## src/rtl/full_handshake_pkg.sv

```systemverilog
// Definitions shared by both endpoints of the four-phase handshake link.
package full_handshake_pkg;

  localparam int DEFAULT_DATA_W = 32;

  typedef enum logic {
    IDLE = 1'b0,
    ACK  = 1'b1
  } hs_state_e;

endpackage

```

## src/rtl/full_handshake_rx_hs_sync.sv

```systemverilog
// Multi-flop level synchroniser for a single control bit crossing into the local clock domain.
module hs_sync #(
  parameter int STAGES = 2
) (
  input  logic clk,
  input  logic rst_n,
  input  logic d,
  output logic q
);

  logic [STAGES-1:0] sync_r;

  // Shift the asynchronous level through the synchroniser chain.
  always_ff @(posedge clk or negedge rst_n) begin
    if (!rst_n) begin
      sync_r <= {STAGES{1'b0}};
    end else begin
      sync_r <= {sync_r[STAGES-2:0], d};
    end
  end

  assign q = sync_r[STAGES-1];

endmodule

```

## src/rtl/full_handshake_rx.sv

```systemverilog
// Receive endpoint of the four-phase handshake link: captures the transmitter's word,
// presents it on valid/ready and returns the acknowledge level.
module full_handshake_rx
  import full_handshake_pkg::*;
#(
  parameter int DATA_W      = DEFAULT_DATA_W,
  parameter int SYNC_STAGES = 2,
  parameter int CNT_W       = 16
) (
  input  logic              clk_r,
  input  logic              rst_n_r,
  input  logic              req_in,
  input  logic [DATA_W-1:0] din,
  output logic              ack_out,
  output logic              dout_val,
  input  logic              dout_rdy,
  output logic [DATA_W-1:0] dout,
  output logic [CNT_W-1:0]  xfer_cnt
);

  logic              req_s;
  logic              take_s;
  hs_state_e         state_r;
  logic              dout_val_r;
  logic [DATA_W-1:0] dout_r;
  logic [CNT_W-1:0]  xfer_cnt_r;

  hs_sync #(
    .STAGES(SYNC_STAGES)
  ) u_req_sync (
    .clk  (clk_r),
    .rst_n(rst_n_r),
    .d    (req_in),
    .q    (req_s)
  );

  assign take_s = dout_val_r & dout_rdy;

  // Handshake FSM plus the single-word output register and accept counter.
  // The FSM looks at the pre-accept dout_val, so a word accepted this cycle
  // frees the buffer for a capture on the following cycle.
  always_ff @(posedge clk_r or negedge rst_n_r) begin
    if (!rst_n_r) begin
      state_r    <= IDLE;
      dout_val_r <= 1'b0;
      dout_r     <= {DATA_W{1'b0}};
      xfer_cnt_r <= {CNT_W{1'b0}};
    end else begin
      if (take_s) begin
        dout_val_r <= 1'b0;
        xfer_cnt_r <= xfer_cnt_r + CNT_W'(1);
      end
      case (state_r)
        IDLE: begin
          if (req_s && !dout_val_r) begin
            dout_r     <= din;
            dout_val_r <= 1'b1;
            state_r    <= ACK;
          end
        end
        ACK: begin
          if (!req_s) begin
            state_r <= IDLE;
          end
        end
        default: state_r <= IDLE;
      endcase
    end
  end

  assign ack_out  = (state_r == ACK);
  assign dout_val = dout_val_r;
  assign dout     = dout_r;
  assign xfer_cnt = xfer_cnt_r;

endmodule

```

## config.mk

```make
export PLATFORM = sky130hd
export DESIGN_NAME = full_handshake_rx
export DESIGN_NICKNAME = d
export VERILOG_FILES = /design/src/rtl/full_handshake_pkg.sv /design/src/rtl/full_handshake_rx_hs_sync.sv /design/src/rtl/full_handshake_rx.sv
export SDC_FILE = /design/constraint.sdc
export NUM_CORES = 1
export LEC_CHECK = 0
export CAP_MARGIN = 20
export CORE_MARGIN = 8
export CORE_UTILIZATION = 38
export CTS_CLUSTER_DIAMETER = 200
export DETAILED_ROUTE_END_ITERATION = 6
export PLACE_DENSITY = 0.74
export SETUP_SLACK_MARGIN = 0.02
export SYNTH_ARGS = -nofsm -noshare
export SYNTH_HDL_FRONTEND = slang
export SYNTH_SLANG_ARGS = --single-unit
```

## constraint.sdc

```tcl
create_clock -name clk_r -period 1.3 [get_ports clk_r]
set_input_delay 0.325 -clock clk_r [delete_from_list [all_inputs] [get_ports clk_r]]
set_output_delay 0.325 -clock clk_r [all_outputs]
set_load 0.005 [all_outputs]
```

==> out/qor.yml, run 1 <==
clock-sinks: 52
firstDrtPassIters: 4
start_util_pct: 38.7
fin_crit_ns: 1.42
hold_class: "primary input to async pin"
ys_seq_elements: 52
cts_tree: "yes"
syn_area_um2: 2090
synthCells: 137
rsz0062_at_grt: "true"
violations: "negative hold slack, negative setup slack"
layout_common_cells: "51 x dfrtp_1, 43 x clkdlybuf4s15_1, 40 x buf_4"
drtIter0Drc: 25
cts.clk_slew.worst_paths_ns: 0.09
slew_violations: 0
syn2layout_area_growth_pct: 84.4
avgRoutedWirePerCell_um: 16.6
antenna_found_initial: 0
yosysSeqAreaShare_pct: 62.2
cts_buffers: 5
final-hold-violation-count: 3
grt_max_degree: 53
total_power_uw: 5690
die_x_um: 90.2
grt_first_pass_wirelength_mm: 9.41
cts_root_buf: "clkbuf_8"
htree_levels: 2
portBuffers: 85
fin_crit_sh_pct: 109
nets: 319
setup_violations: 40
grt_overflow: 0
fin_worst_skew_ns: 0.0121
slowest_delay_ns: 0.44
synth.avg_cell_area_um2: 15.3
hpwl_mm: 3.74
cp.arrival_ns: 1.61
antenna_cells: 0
grt_pass1_vias: 1842
fill_cells: 385
ant_nets: 0
ios: 86
max_freq_mhz: 704
grt_use_total_pct: 14.3
maxSlewHeadroom_pct: 81.8
path_cells: "nor3b_4, buf_6, clkbuf_16, mux2_4"
final_util_pct: 71.4
yosys_warnings: 0
wl_mm: 5.91
peakVddDrop_mv: 1.07
max-clock-path-buffers: 2
via_count: 1628
route.detailed.drc: 0
required_ns: 1.49
worstSkewPairLatency_ns: 0.30
routed_via_density: 4.59
startpoint_type: "flop"
endpoint_kind: "flop"
final_common_cell: "dfrtp_1"
status: "complete, but fails checks"
worst-slew-pin-transition_ns: 0.274
power.density_nw_per_um2: 1480
critPathMaxFanout: 6
synthesis.nets: 174
crit_family: "flip-flops"
drive_above_1_share_pct: 44.2
crit_type: "flop to flop"
maxCapViolCount: 0
fp-row-count: 27
coreArea_um2: 5410
p_leak_uw: 0.00189
finalWeightedCongestion: 0.722
yosysUniqueCellTypes: 21
worst_slack_ns: -0.120
path_buf_inv: 2
die_h_um: 90.2
whs_ns: -0.00351
die_area_um2: 8140
cp_slowest_cell: "dfrtp_2"
-- per-stage QoR --
step	area, µm²	hold slack (ns)	TNS, ns	setup WS (ns)	std cells
floorplan	2090	0.0294	-2.83	-0.0977	137
global placement	3170	0.332	-5.02	-0.292	311
detailed placement	3170	0.340	-5.91	-0.304	311
CTS	3660	0.00276	-3.07	-0.120	344
global route	3860	0.0105	-5.67	-0.168	355
finish	3860	-0.00351	-3.60	-0.120	355
-- Yosys cell counts --
cell type	instances	area, µm²
and3_1	1	6.26
and4_4	1	11.3
mux2_2	24	270
nor2_1	4	15.0
nor3_2	3	30.0
mux2_4	9	135
xnor2_1	9	78.8
and2_4	1	8.76
buf_6	3	33.8
a21boi_0	1	7.51
nand3_1	4	20.0
ha_1	1	12.5
nand4_1	3	18.8
a21o_2	1	8.76
nand4_2	1	12.5
nor3b_4	1	18.8
inv_1	2	7.51
nand2_1	9	33.8
and4_1	1	8.76
dfrtp_1	52	1300
xor2_1	6	52.6
-- cells by family (layout without fill, tap and decap cells) --
kind of cell             count (synthesis)  after routing  share of synthesized area [%]
multiplexers                            33             33                           19.4
flip-flops                              52             52                           62.2
XOR/XNOR                                15             15                           6.28
AND/OR/NAND/NOR                         29             29                           8.79
adder cells (fa/ha/maj)                  1              1                          0.598
AO/OA/AOI/OAI                            2              2                          0.778
buffers and inverters                    5            151                           1.97
-- sequential cells by signal, indices dropped and copies added, names as in the netlist --
name / count
ack_out: 1
dout_val: 1
xfer_cnt: 16
dout: 32
u_req_sync.sync_r: 2
-- layer usage --
metal / share of wire, % / vias to the layer above / GRT usage, %
li1: - / 755 / -
met1: 39 / 817 / 14.7
met2: 55 / 46 / 26.7
met3: 4.0 / 10 / 3.66
met4: 1.7 / 0 / 5.96
met5: 0 / - / 0
-- worst register-to-register path, cell delays in order (launching register included) --
cell and delay (ns):
dfrtp_2 0.44, nor3b_4 0.26, buf_6 0.16, clkbuf_16 0.15, mux2_4 0.29
-- timing repair --
action                                  in CTS  in global routing
pin swaps                                    8                 16
hold buffers                                 0                  0
gates resized for setup                    142                 32
endpoints found under the setup margin      88                 57
cloned                                       2                  1
setup buffers                               24                 10
-- area by class of cell --
| type | count | area (µm²) | area share, % |
|---|---|---|---|
| inverters | 2 | 7.51 | 0.195 |
| repair buffers | 141 | 1390 | 35.9 |
| flip-flops and latches | 52 | 1300 | 33.8 |
| clock inverters | 2 | 60.1 | 1.56 |
| multi-input cells | 80 | 940 | 24.4 |
| clock buffers | 6 | 72.6 | 1.88 |
| well taps | 72 | 90.1 | 2.34 |
-- where the power goes --
group          total [µW]  switching (µW)  internal (µW)
Clock                1280             510            769
Combinational        2190             696           1490
Sequential           2230             227           2000
-- path summary, 6_finish.rpt --
kind | start | endpoint | slack [ns] | depth (start not counted)
max | dout_val | dout[14] | -0.12 | 4
min | rst_n_r | dout[13] | -0.004 | 2
max reg2reg | dout_val | dout[14] | -0.12 | 4
min reg2reg | u_req_sync.sync_r[0] | u_req_sync.sync_r[1] | 0.36 | 0
max in group asynchronous | rst_n_r | dout[3] | 1.06 | 2
min in group clk_r | u_req_sync.sync_r[0] | u_req_sync.sync_r[1] | 0.36 | 0
(Power assumes the default switching activity.)
==> run 2: changes to the inputs <==
- REMOVE_ABC_BUFFERS: unset -> 1
==> run 2 against run 1 <==
Net effect: the run still ends with negative hold slack, negative setup slack left; highest routed layer unchanged; count of clock-buffer cells in the layout fell by 1; fmax fell by 5.9%; routed wire length rose by 1.3%; worst setup slack got worse by 0.090 ns; global-route usage fell by 0.71 points.
==> out/qor.yml, run 2 (synthesis results as in run 1) <==
worst-slew-pin-transition_ns: 0.285  # +0.0112 ns
maxCapViolCount: 0  # unchanged
p_comb_share_pct: 42.1  # +3.7 points
switching_power_uw: 1490  # +3.9%
power.density_nw_per_um2: 1420  # -4.0%
preCtsSetupSlack_ns: -0.338  # -0.0338 ns
setup_violations: 39  # -2.5%
p_leak_uw: 0.00186  # -1.5%
portBuffers: 85  # unchanged
grt_overflow: 0  # unchanged
ant_nets: 0  # unchanged
start_util_pct: 38.7  # unchanged
die_h_um: 90.2  # unchanged
maxSlewHeadroom_pct: 81.0  # -0.75 points
worstSkewPairLatency_ns: 0.31  # about the same
firstDrtPassIters: 4  # unchanged
route.detailed.drc: 0  # unchanged
grt_use_total_pct: 13.6  # -0.71 points
sequentialPowerShare_pct: 40.9  # +1.8 points
grt_pass1_vias: 1824  # -0.98%
cts.clk_slew.worst_paths_ns: 0.10  # about the same
final_common_cell: "dfrtp_1"
max-clock-path-buffers: 2  # unchanged
antenna_cells: 0  # unchanged
endpoint_kind: "flop"
wl_mm: 5.98  # +1.3%
final_util_pct: 70.7  # -0.65 points
clock-sinks: 52  # unchanged
dp_cells: 314  # +0.96%
coreArea_um2: 5410  # unchanged
via_count: 1635  # +0.43%
drtIter0Drc: 75  # +200%
crit_type: "flop to flop"
startpoint_type: "flop"
hpwl_mm: 3.80  # +1.6%
cts_tree: "yes"
cts_buffers: 5  # unchanged
clkPwrFrac_pct: 17.0  # -5.5 points
nets: 327  # +2.5%
cts_root_buf: "clkbuf_8"
die_area_um2: 8140  # unchanged
max_freq_mhz: 662  # -5.9%
required_ns: 1.49  # about the same
layout_common_cells: "52 x dfrtp_1, 46 x buf_4, 40 x clkdlybuf4s15_1"
htree_levels: 2  # unchanged
avgRoutedWirePerCell_um: 16.5  # -0.96%
syn2layout_area_growth_pct: 82.7
instances_no_fill: 363  # +2.3%
fin_worst_skew_ns: 0.0103  # -0.00188 ns
final-hold-violation-count: 16  # +13
largest_register_ffs: 32  # unchanged
critPathMaxFanout: 8  # +2
cp.arrival_ns: 1.70  # +0.09 ns
rsz0062_at_grt: "true"
p_int_uw: 3930  # -7.8%
ios: 86  # unchanged
drive_above_1_share_pct: 46.4  # +2.2 points
swShare_pct: 27.5  # +2.3 points
fin_crit_sh_pct: 116  # +6.9 points
finalWeightedCongestion: 0.703  # -2.6%
routed_via_density: 4.50  # -1.8%
total_power_uw: 5420  # -4.8%
peakVddDrop_mv: 1.00  # -6.4%
hold_class: "primary input to async pin"
status: "complete, but fails checks"
die_x_um: 90.2  # unchanged
worst_slack_ns: -0.210  # -0.0896 ns
reg2reg_depth: 5  # +1
grt_max_degree: 53  # unchanged
grt_first_pass_wirelength_mm: 8.98  # -4.6%
antenna_found_initial: 0  # unchanged
whs_ns: -0.0190  # -0.0155 ns
slew_violations: 0  # unchanged
fin_crit_ns: 1.51  # +0.0896 ns
fp-row-count: 27  # unchanged
violations: "negative hold slack, negative setup slack"
run 2: cell types whose count changed in the layout (fill, tap and decap cells not counted), sizes merged:
cell,before,now
buf,60,68
bufinv,2,0
clkbuf,10,12
clkdlybuf4s15,43,40
clkinv,0,3
dlygate4sd2,0,1
dlymetal6s2s,1,0
run 2: cell type report:
| class | instances | area, µm² |
|---|---|---|
| clock inverter | 3 | 18.8 |
| sequential | 52 | 1300 |
| clock buffer | 5 | 68.8 |
| fill | 384 | 1580 |
| multi-input combinational | 80 | 901 |
| timing repair buffer | 149 | 1440 |
| tap | 72 | 90.1 |
| inverter | 2 | 7.51 |
run 2: routing by layer:
| metal | track usage [%] | share of wire [%] | up-vias |
|---|---|---|---|
| li1 | - | - | 781 |
| met1 | 14.1 | 40 | 797 |
| met2 | 24.9 | 53 | 45 |
| met3 | 3.41 | 4.1 | 12 |
| met4 | 6.38 | 3.0 | 0 |
| met5 | 0 | 0 | - |
run 2: worst paths after layout:
| check | start | to | slack, ns |
|---|---|---|---|
| max reg2reg | dout_val | dout[24] | -0.21 |
| min reg2reg | u_req_sync.sync_r[0] | u_req_sync.sync_r[1] | 0.36 |
| max in group asynchronous | rst_n_r | xfer_cnt[4] | 1.06 |
| min | rst_n_r | dout[12] | -0.02 |
| min in group clk_r | u_req_sync.sync_r[0] | u_req_sync.sync_r[1] | 0.36 |
| max | dout_val | dout[24] | -0.21 |
run 2: what timing repair did:
item | 4_1_cts | 5_1_grt
hold buffers | 0 | 0
buffers inserted | 34 | 6
endpoints found under the setup margin | 87 | 60
pin swaps | 7 | 9
gates cloned | 1 | 2
resized for setup | 114 | 52
run 2: worst max-delay path, stage by stage (launching register included):
cell,delay (ns)
dfrtp_1,0.42
buf_6,0.13
nor3b_4,0.23
buf_6,0.16
clkbuf_16,0.16
mux2_4,0.30
run 2: stage by stage:
stage	TNS (ns)	area [µm²]	hold WS (ns)
2_1_floorplan	-24.62	2060	0.0294
3_5_place_dp	-6.67	3190	0.337
3_3_place_gp	-5.62	3190	0.333
4_1_cts	-5.27	3590	0.00351
5_1_grt	-7.98	3820	0.00888
6_report	-6.31	3820	-0.0190
run 2: power by group through the flow:
| stage | clock network (µW) | registers (µW) | logic [µW] |
|---|---|---|---|
| 2_1_floorplan | 0 | 2300 | 502 |
| 3_3_place_gp | 0 | 2230 | 1690 |
| 3_5_place_dp | 0 | 2260 | 1700 |
| 4_1_cts | 938 | 2190 | 2000 |
| 5_1_grt | 1020 | 2260 | 2450 |
| 6_report | 919 | 2220 | 2280 |
==> run 3: changes to the inputs <==
- GPL_TIMING_DRIVEN: unset -> 0
- TNS_END_PERCENT: unset -> 20
==> run 3 against run 2 <==
Net effect: routed wire length is 9.5% lower; die area did not move; clock power up 4.6%; largest power group is now sequential cells; the flow finishes with violations (negative setup slack); count of clock-buffer cells in the layout up 1; critical path type unchanged.
==> out/qor.yml, run 3 (synthesis results as in run 1) <==
hp-start: "u_req_sync.sync_r[0]"
fp-row-count: 27  # unchanged
final_common_cell: "dfrtp_1"
die_area_um2: 8140  # unchanged
worstSkewPairLatency_ns: 0.30  # about the same
syn2layout_area_growth_pct: 67.3
start_util_pct: 38.7  # unchanged
swShare_pct: 27.0  # -0.54 points
wl_mm: 5.41  # -9.5%
nets: 293  # -10%
coreArea_um2: 5410  # unchanged
cts_buffers: 5  # unchanged
fin_worst_skew_ns: 0.00729  # -0.00296 ns
htree_levels: 2  # unchanged
layout_common_cells: "49 x dfrtp_1, 46 x clkdlybuf4s15_1, 33 x clkdlybuf4s50_1"
worst_slack_ns: -0.202  # +0.00790 ns
cp_slowest_cell: "dfrtp_2"
dp_cells: 293  # -6.7%
p_int_uw: 3660  # -6.8%
status: "complete, but fails checks"
startpoint_type: "flop"
total_power_uw: 5010  # -7.5%
max-clock-path-buffers: 2  # unchanged
final_util_pct: 64.8  # -5.9 points
fin_crit_sh_pct: 116  # -0.61 points
cts_root_buf: "clkbuf_8"
fill_cells: 407  # +6.0%
grt_overflow: 0  # unchanged
p_comb_share_pct: 36.8  # -5.3 points
endpoint_kind: "flop"
grt_max_degree: 39  # -26%
path_cells: "buf_6, nor3b_4, buf_12, clkbuf_16, mux2_4"
power.density_nw_per_um2: 1430  # +1.0%
critPathMaxFanout: 8  # unchanged
crit_type: "flop to flop"
p_leak_uw: 0.00161  # -13%
whs_ns: 0.368  # +0.387 ns
rsz0062_at_grt: "true"
portBuffers: 85  # unchanged
finalWeightedCongestion: 0.698  # -0.68%
sequentialPowerShare_pct: 44.0  # +3.1 points
route.detailed.drc: 0  # unchanged
reg2reg_from: "dout_val"
drtIter0Drc: 26  # -65%
ios: 86  # unchanged
grt_pass1_vias: 1609  # -12%
instances_no_fill: 329  # -9.4%
cp.arrival_ns: 1.69  # about the same
clkPwrFrac_pct: 19.2  # +2.2 points
fin_crit_ns: 1.50  # -0.00790 ns
grt_first_pass_wirelength_mm: 8.24  # -8.2%
maxCapViolCount: 0  # unchanged
grt_use_total_pct: 12.5  # -1.1 points
drive_above_1_share_pct: 35.4  # -11 points
die_h_um: 90.2  # unchanged
cts_tree: "yes"
tns_ns: -5.87  # +0.443 ns
via_count: 1481  # -9.4%
maxSlewHeadroom_pct: 76.8  # -4.2 points
cts.clk_slew.worst_paths_ns: 0.10  # about the same
max_freq_mhz: 666  # +0.53%
antenna_cells: 0  # unchanged
slowest_delay_ns: 0.43  # about the same
final-hold-violation-count: 0  # -16
switching_power_uw: 1350  # -9.3%
largest_register_ffs: 32  # unchanged
clock-sinks: 52  # unchanged
die_x_um: 90.2  # unchanged
critPathLaunch: "dout_val"
setup_violations: 35  # -10%
peakVddDrop_mv: 0.850  # -15%
avgRoutedWirePerCell_um: 16.4  # -0.20%
firstDrtPassIters: 4  # unchanged
antenna_found_initial: 0  # unchanged
violations: "negative setup slack"
r2r_slack_ns: -0.20  # about the same
hpwl_mm: 3.70  # -2.7%
slew_violations: 0  # unchanged
required_ns: 1.49  # about the same
worst-slew-pin-transition_ns: 0.348  # +0.0635 ns
hold_class: "flop to flop"
ant_nets: 0  # unchanged
routed_via_density: 4.50  # about the same
[run 3: power groups by stage]
stage               registers (µW)  clock network (µW)  logic [µW]
finish                        2210                 961        1840
detailed placement            2290                   0        1580
floorplan                     2300                   0         502
global placement              2270                   0        1550
global route                  2260                1060        1990
CTS                           2200                1000        1610
[run 3: path summary, 6_finish.rpt]
check	depth (start not counted)	endpoint
worst max-delay path	5	dout[13]
worst min-delay path	0	u_req_sync.sync_r[1]
worst max register to register	5	dout[13]
worst min register to register	0	u_req_sync.sync_r[1]
max in group asynchronous	3	xfer_cnt[2]
min in group asynchronous	2	dout[12]
[run 3: what timing repair did]
item,in CTS,in global routing
gates cloned,0,2
endpoints found under the setup margin,92,50
buffers inserted,22,3
hold buffers,1,0
pin swaps,2,5
hold endpoints to repair,14,0
resized for setup,100,39
[run 3: through the flow]
| step | cell area, µm² | setup slack [ns] |
|---|---|---|
| floorplan | 2060 | -0.774 |
| global placement | 3000 | -1.67 |
| detailed placement | 3030 | -0.771 |
| CTS | 3300 | -0.255 |
| global route | 3500 | -0.240 |
| finish | 3500 | -0.202 |
[run 3: critical path: cells and delay by family (launching register included)]
kind                   cells  cell delay [ns]
buffers and inverters      3             0.44
DFF                        1             0.43
muxes                      1             0.30
and+or+nand+nor            1             0.22
[run 3: final cells by class]
cell class                 count  area (µm²)  share of cell area [%]
timing repair buffer         115        1150                    33.0
inverter                       2        7.51                   0.214
sequential                    52        1310                    37.3
clock buffer                   6        82.6                    2.36
tap                           72        90.1                    2.57
multi-input combinational     80         848                    24.2
clock inverter                 2        13.8                   0.393
[run 3: layer usage]
metal	vias to the layer above	wire [µm]	GRT usage [%]
met5	-	0	0
met4	0	76	4.58
met3	6	224	2.58
met2	35	2930	23.0
met1	731	2180	13.7
li1	709	-	-
